**src/rtl/booth_mul_issue_ctrl.sv**
```systemverilog
// booth_mul_issue_ctrl: FIFO-buffered issue front end for a 4-bit Booth multiplier
module booth_mul_issue_ctrl #(
  parameter int WIDTH   = 4,
  parameter int DEPTH   = 4,
  parameter int TIMEOUT = 64
) (
  input  logic                 clk,
  input  logic                 rst,
  input  logic                 in_valid,
  output logic                 in_ready,
  input  logic [WIDTH-1:0]     in_a,
  input  logic [WIDTH-1:0]     in_b,
  output logic                 mul_str,
  output logic [WIDTH-1:0]     mul_multiplicand,
  output logic [WIDTH-1:0]     mul_multiplier,
  input  logic                 mul_valid,
  input  logic [2*WIDTH-1:0]   mul_result,
  output logic                 out_valid,
  input  logic                 out_ready,
  output logic [2*WIDTH-1:0]   out_result,
  output logic [WIDTH-1:0]     out_a,
  output logic [WIDTH-1:0]     out_b,
  output logic                 busy,
  output logic                 err
);
  localparam int AW = $clog2(DEPTH);
  localparam int CW = $clog2(DEPTH + 1);
  localparam int TW = $clog2(TIMEOUT + 1);
  typedef enum logic [1:0] {IDLE, ISSUE, WAIT, HOLD} state_t;
  state_t               state_q, state_d;
  logic [2*WIDTH-1:0]   mem_q [DEPTH];
  logic [2*WIDTH-1:0]   mem_d [DEPTH];
  logic [AW-1:0]        wr_q, wr_d, rd_q, rd_d;
  logic [CW-1:0]        fill_q, fill_d;
  logic [TW-1:0]        tmr_q, tmr_d;
  logic [WIDTH-1:0]     a_q, a_d, b_q, b_d, out_a_q, out_a_d, out_b_q, out_b_d;
  logic [2*WIDTH-1:0]   res_q, res_d;
  logic                 str_q, str_d, ov_q, ov_d, err_q, err_d, mul_valid_q;
  logic                 push, pop, done_edge;
  assign in_ready         = fill_q != CW'(DEPTH);
  assign busy             = state_q != IDLE || fill_q != '0;
  assign mul_str          = str_q;
  assign mul_multiplicand = a_q;
  assign mul_multiplier   = b_q;
  assign out_valid        = ov_q;
  assign out_result       = res_q;
  assign out_a            = out_a_q;
  assign out_b            = out_b_q;
  assign err              = err_q;
  always_comb begin
    push      = in_valid && in_ready;
    // The head is only consumed when the FSM is about to enter ISSUE.
    pop       = fill_q != '0 && (state_q == IDLE || (state_q == HOLD && out_ready));
    // A level left high from the previous product must not count as completion.
    done_edge = mul_valid && !mul_valid_q;
    mem_d = mem_q;
    if (push) mem_d[wr_q] = {in_a, in_b};
    wr_d       = push ? wr_q + 1'b1 : wr_q;
    rd_d       = pop ? rd_q + 1'b1 : rd_q;
    fill_d     = fill_q + CW'(push) - CW'(pop);
    {a_d, b_d} = pop ? mem_q[rd_q] : {a_q, b_q};
    state_d = state_q;
    tmr_d   = tmr_q;
    res_d   = res_q;
    out_a_d = out_a_q;
    out_b_d = out_b_q;
    ov_d    = ov_q;
    err_d   = err_q;
    case (state_q)
      IDLE:  if (pop) state_d = ISSUE;
      ISSUE: begin
        state_d = WAIT;
        tmr_d   = '0;
      end
      WAIT: begin
        if (done_edge) begin
          res_d   = mul_result;
          out_a_d = a_q;
          out_b_d = b_q;
          ov_d    = 1'b1;
          state_d = HOLD;
        end else if (tmr_q == TW'(TIMEOUT - 1)) begin
          err_d   = 1'b1;
          state_d = IDLE;
        end else begin
          tmr_d = tmr_q + 1'b1;
        end
      end
      HOLD: begin
        if (out_ready) begin
          ov_d    = 1'b0;
          state_d = pop ? ISSUE : IDLE;
        end
      end
      default: state_d = IDLE;
    endcase
    str_d = state_d == ISSUE;
  end
  always_ff @(posedge clk) begin
    if (rst) begin
      state_q     <= IDLE;
      mem_q       <= '{default: '0};
      wr_q        <= '0;
      rd_q        <= '0;
      fill_q      <= '0;
      tmr_q       <= '0;
      a_q         <= '0;
      b_q         <= '0;
      out_a_q     <= '0;
      out_b_q     <= '0;
      res_q       <= '0;
      str_q       <= 1'b0;
      ov_q        <= 1'b0;
      err_q       <= 1'b0;
      mul_valid_q <= 1'b0;
    end else begin
      state_q     <= state_d;
      mem_q       <= mem_d;
      wr_q        <= wr_d;
      rd_q        <= rd_d;
      fill_q      <= fill_d;
      tmr_q       <= tmr_d;
      a_q         <= a_d;
      b_q         <= b_d;
      out_a_q     <= out_a_d;
      out_b_q     <= out_b_d;
      res_q       <= res_d;
      str_q       <= str_d;
      ov_q        <= ov_d;
      err_q       <= err_d;
      mul_valid_q <= mul_valid;
    end
  end
endmodule
```
**config.mk**
```make
export PLATFORM = sky130hd
export DESIGN_NAME = booth_mul_issue_ctrl
export DESIGN_NICKNAME = d
export VERILOG_FILES = /design/src/rtl/booth_mul_issue_ctrl.sv
export SDC_FILE = /design/constraint.sdc
export NUM_CORES = 1
export LEC_CHECK = 0
export ABC_AREA = 1
export BUFFER_PORTS_ARGS = -buffer_cell sky130_fd_sc_hd__buf_2
export CORE_MARGIN = 2
export CORE_UTILIZATION = 25
export CTS_CLUSTER_SIZE = 12
export DETAILED_ROUTE_END_ITERATION = 8
export SLEW_MARGIN = 20
export SYNTH_ARGS = -nofsm -noshare
export SYNTH_HDL_FRONTEND = slang
export SYNTH_SLANG_ARGS = --single-unit
```
**constraint.sdc**
```tcl
create_clock -name clk -period 1.98 [get_ports clk]
set_input_delay 0.396 -clock clk [delete_from_list [all_inputs] [get_ports clk]]
set_output_delay 0.396 -clock clk [all_outputs]
set_load 0.02 [all_outputs]
```
==> impl_results.md <==
* Status: finished, final reports clean
* Fill cells at 1352
* Yosys reg bits at 76
* Count of cell types in the netlist at 34
* Highest Clock Rate at 0.526 GHz
* Arr. time, crit path at 2.16 ns
* Critical path launch point type: register
* Crit Path Class: register to register
* Worst r2r src: fill_q[1]
* Clock Path Buffers at 2
* Max_slew headroom at 0.748
* Met2 Use GR at 0.180
* Io pins at 50
* Core Footprint at 12700 um^2
* Min Tclk post-route at 1.90 ns
* Commonest non-fill, non-tap cell in the layout: nor2_1
* Critical path's slowest cell: fa_2
* Clock slew at reported path FFs at 0.05 ns
* CTS Buf Count at 9
* DR WL/cell at 11.9 um
* Mapped Cells at 400
* DRT iter0 DRCs at 130
* Syn_nets at 429
* CP endpoint: fill_q[1]
* Avg Inst Size Synth at 8.17 um^2
* # diodes at 0
* Max-Cap Viols at 0
* Hold Path Stages at 3
* Hold slack at 0.287 ns
* Global-route wire length before repair at 12200 um
* Met1 Track Usage GR at 0.131
* Levels on crit path at 10
* Final hold viol count at 0
* Crit path cell chain: inv_2, nand3b_1, nand2_2, inv_2, ha_1, inv_1, ha_1, fa_2, inv_1, nor2_1
* Final Net Count at 480
* Register area at 1520 um^2
* CP Max Fanout at 3
* Die area at 14000 um^2
* Setup TNS at 0 ns
* # DRC at 0
* Commonest cells after routing, fill and taps aside: 84 x nor2_1, 75 x dfxtp_1, 63 x o21ai_0
* Syn. warnings at 0
* Initial antenna violation count at 0
* Least-Margin Pin Slew at 0.376 ns
* CP max stage delay at 0.52 ns
* Total track usage at 0.108
* Peak VDD IR at 507 uV
* Start point of the critical path: fill_q[1]
* Tot Pwr at 5.55 mW
* Min-Delay Path Class: primary input to register
* CP endpoint kind: register
* Port bufs at 49
* Root Driver: clkbuf_16
* Cell Count, Final, Fillers Out at 626
* Cell Area, Synth at 3270 um^2
* Initial Utilization at 0.258
* Met3 global-route usage at 0.0299
* R2R depth at 10
* Setup-failing EPs final at 0
* RR Endpoint: fill_q[1]
* Routed WL at 7430 um
* TritonCTS clock tree: built
* Skew final at 0.00373 ns
* Delay-heaviest family, CP: adder cells
* Syn-to-layout area delta at 21.1%
* RSZ-0062 raised after global routing: false
* Area after DPL at 3640 um^2
* Leakage power total at 1.72 nW
* DP HPWL at 5140 um
* Via/cell ratio at 4.39
* DR pass1 iterations at 4
* CP Buf/Inv Count at 4
* Htree depth at 3
* Die Width at 118 um
* Final count of pins violating max slew at 0
* Layout cell share with drive strength beyond 1 at 0.247
* Inst Count DP at 610
* Pwr per Cell Area at 1400 nW/um^2
* Global route overflow at 0
* GPL Wtd Cong at 0.766
* Global route hottest layer: met2
* Tcrit/Tclk final at 0.960
* Row cnt at 41
* Remaining antenna violation count at 0
* Vias in the first global route at 2515
* Register area share after synthesis at 0.466
* Req. time, crit path at 2.24 ns
* Design area at 3960 um^2
* Die height at 118 um
* Via count at 2751
* Pin count of the biggest net entering global routing at 38
* Clock Sinks at 76
* Worst skew pair latency at 0.33 ns
* R2r setup slk at 0.08 ns
* Multi-input gate area at 1480 um^2
## how the worst min path moves through the flow
| stage | end | slack, ns | start |
|---|---|---|---|
| after global routing | mul_valid_q | 0.31 | mul_valid |
| after detailed placement | tmr_q[6] | 0.45 | tmr_q[6] |
| after floorplan | tmr_q[6] | 0.42 | tmr_q[6] |
| final | mul_valid_q | 0.29 | mul_valid |
| after global placement | tmr_q[6] | 0.43 | tmr_q[6] |
| after CTS | mul_valid_q | 0.29 | mul_valid |
## power breakdown
group          switching, mW  internal [mW]  leakage [nW]
registers              0.178           1.82         0.621
clock network          0.610          0.995         0.140
logic                   1.25          0.691         0.955
## per-stage QoR
step                       util  worst slack (ns)
after floorplan               -             0.115
after global placement    0.288            0.0583
after detailed placement  0.288           0.00520
after CTS                 0.310            0.0463
after global routing      0.312           0.00793
final                     0.312            0.0801
## Yosys cell counts
library cell   n  area [um^2]
nand2_1       16         60.1
buf_4          2         15.0
buf_6          2         22.5
inv_4          1         6.26
nor2_1        84          315
nor3_1         2         10.0
nor2_8         4         80.1
nand3b_1       1         7.51
nand2_2        3         18.8
clkbuf_4       2         15.0
xor2_1         2         17.5
buf_1          1         3.75
a21oi_2        4         35.0
ha_1           7         87.6
a21oi_1       42          210
nand3_4        1         17.5
nand2_8        1         20.0
clkbuf_1       3         11.3
inv_1         28          105
dfxtp_1       76         1520
a31oi_1        1         6.26
o22ai_1        5         31.3
o21ai_1       12         60.1
fa_1           1         20.0
nand2_4        2         22.5
o21ai_0       63          315
inv_2          6         22.5
nand3_1        8         40.0
nor2_2         2         12.5
o21ai_2        8         70.1
buf_8          3         45.0
nor2_4         1         11.3
or2_2          1         6.26
buf_2          5         25.0
## cell families (layout without fill, tap and decap cells)
family	after synthesis	count (layout)	share of synthesized area
DFF	76	76	0.466
adders and majority gates	8	8	0.0329
xor gates and xnor gates	2	2	0.00536
and+or+nand+nor	126	126	0.190
AOI/OAI and AO/OA	135	135	0.223
buffers and inverters	53	107	0.0831
## worst register-to-register path, cell delays in order, from the launching register on
cell and delay (ns):
dfxtp_1 0.33, inv_2 0.09, nand3b_1 0.13, nand2_2 0.11, inv_2 0.04, ha_1 0.26, inv_1 0.04, ha_1 0.19
fa_2 0.53, inv_1 0.04, nor2_1 0.09
## layout make-up
class	count	area share
clock inverter	4	0.0130
clock buffer	10	0.0604
sequential	76	0.385
inverter	35	0.0338
timing repair buffer	58	0.0790
tap	172	0.0544
multi-input combinational	271	0.375
## metal layers
metal | vias to the layer above | share of wire
met5 | - | 0
met4 | 0 | 0.016
met3 | 11 | 0.045
met2 | 57 | 0.47
met1 | 1257 | 0.47
li1 | 1426 | -
## sequential cells by signal, indices dropped and copies added (netlist names), 2 cells and up
signal and count:
mem_q 32, out_result 8, tmr_q 7, mul_multiplicand 4
mul_multiplier 4, out_a 4, out_b 4, fill_q 3
rd_q 2, state_q 2, wr_q 2
## repair_timing
| item | CTS | global route |
|---|---|---|
| setup buffers | 0 | 2 |
| gates resized for setup | 0 | 6 |
| endpoints found under the hold margin | 0 | 0 |
| hold buffers | 0 | 0 |
| setup endpoints to repair | 0 | 2 |
No activity file was read; power rests on OpenSTA's default activity.
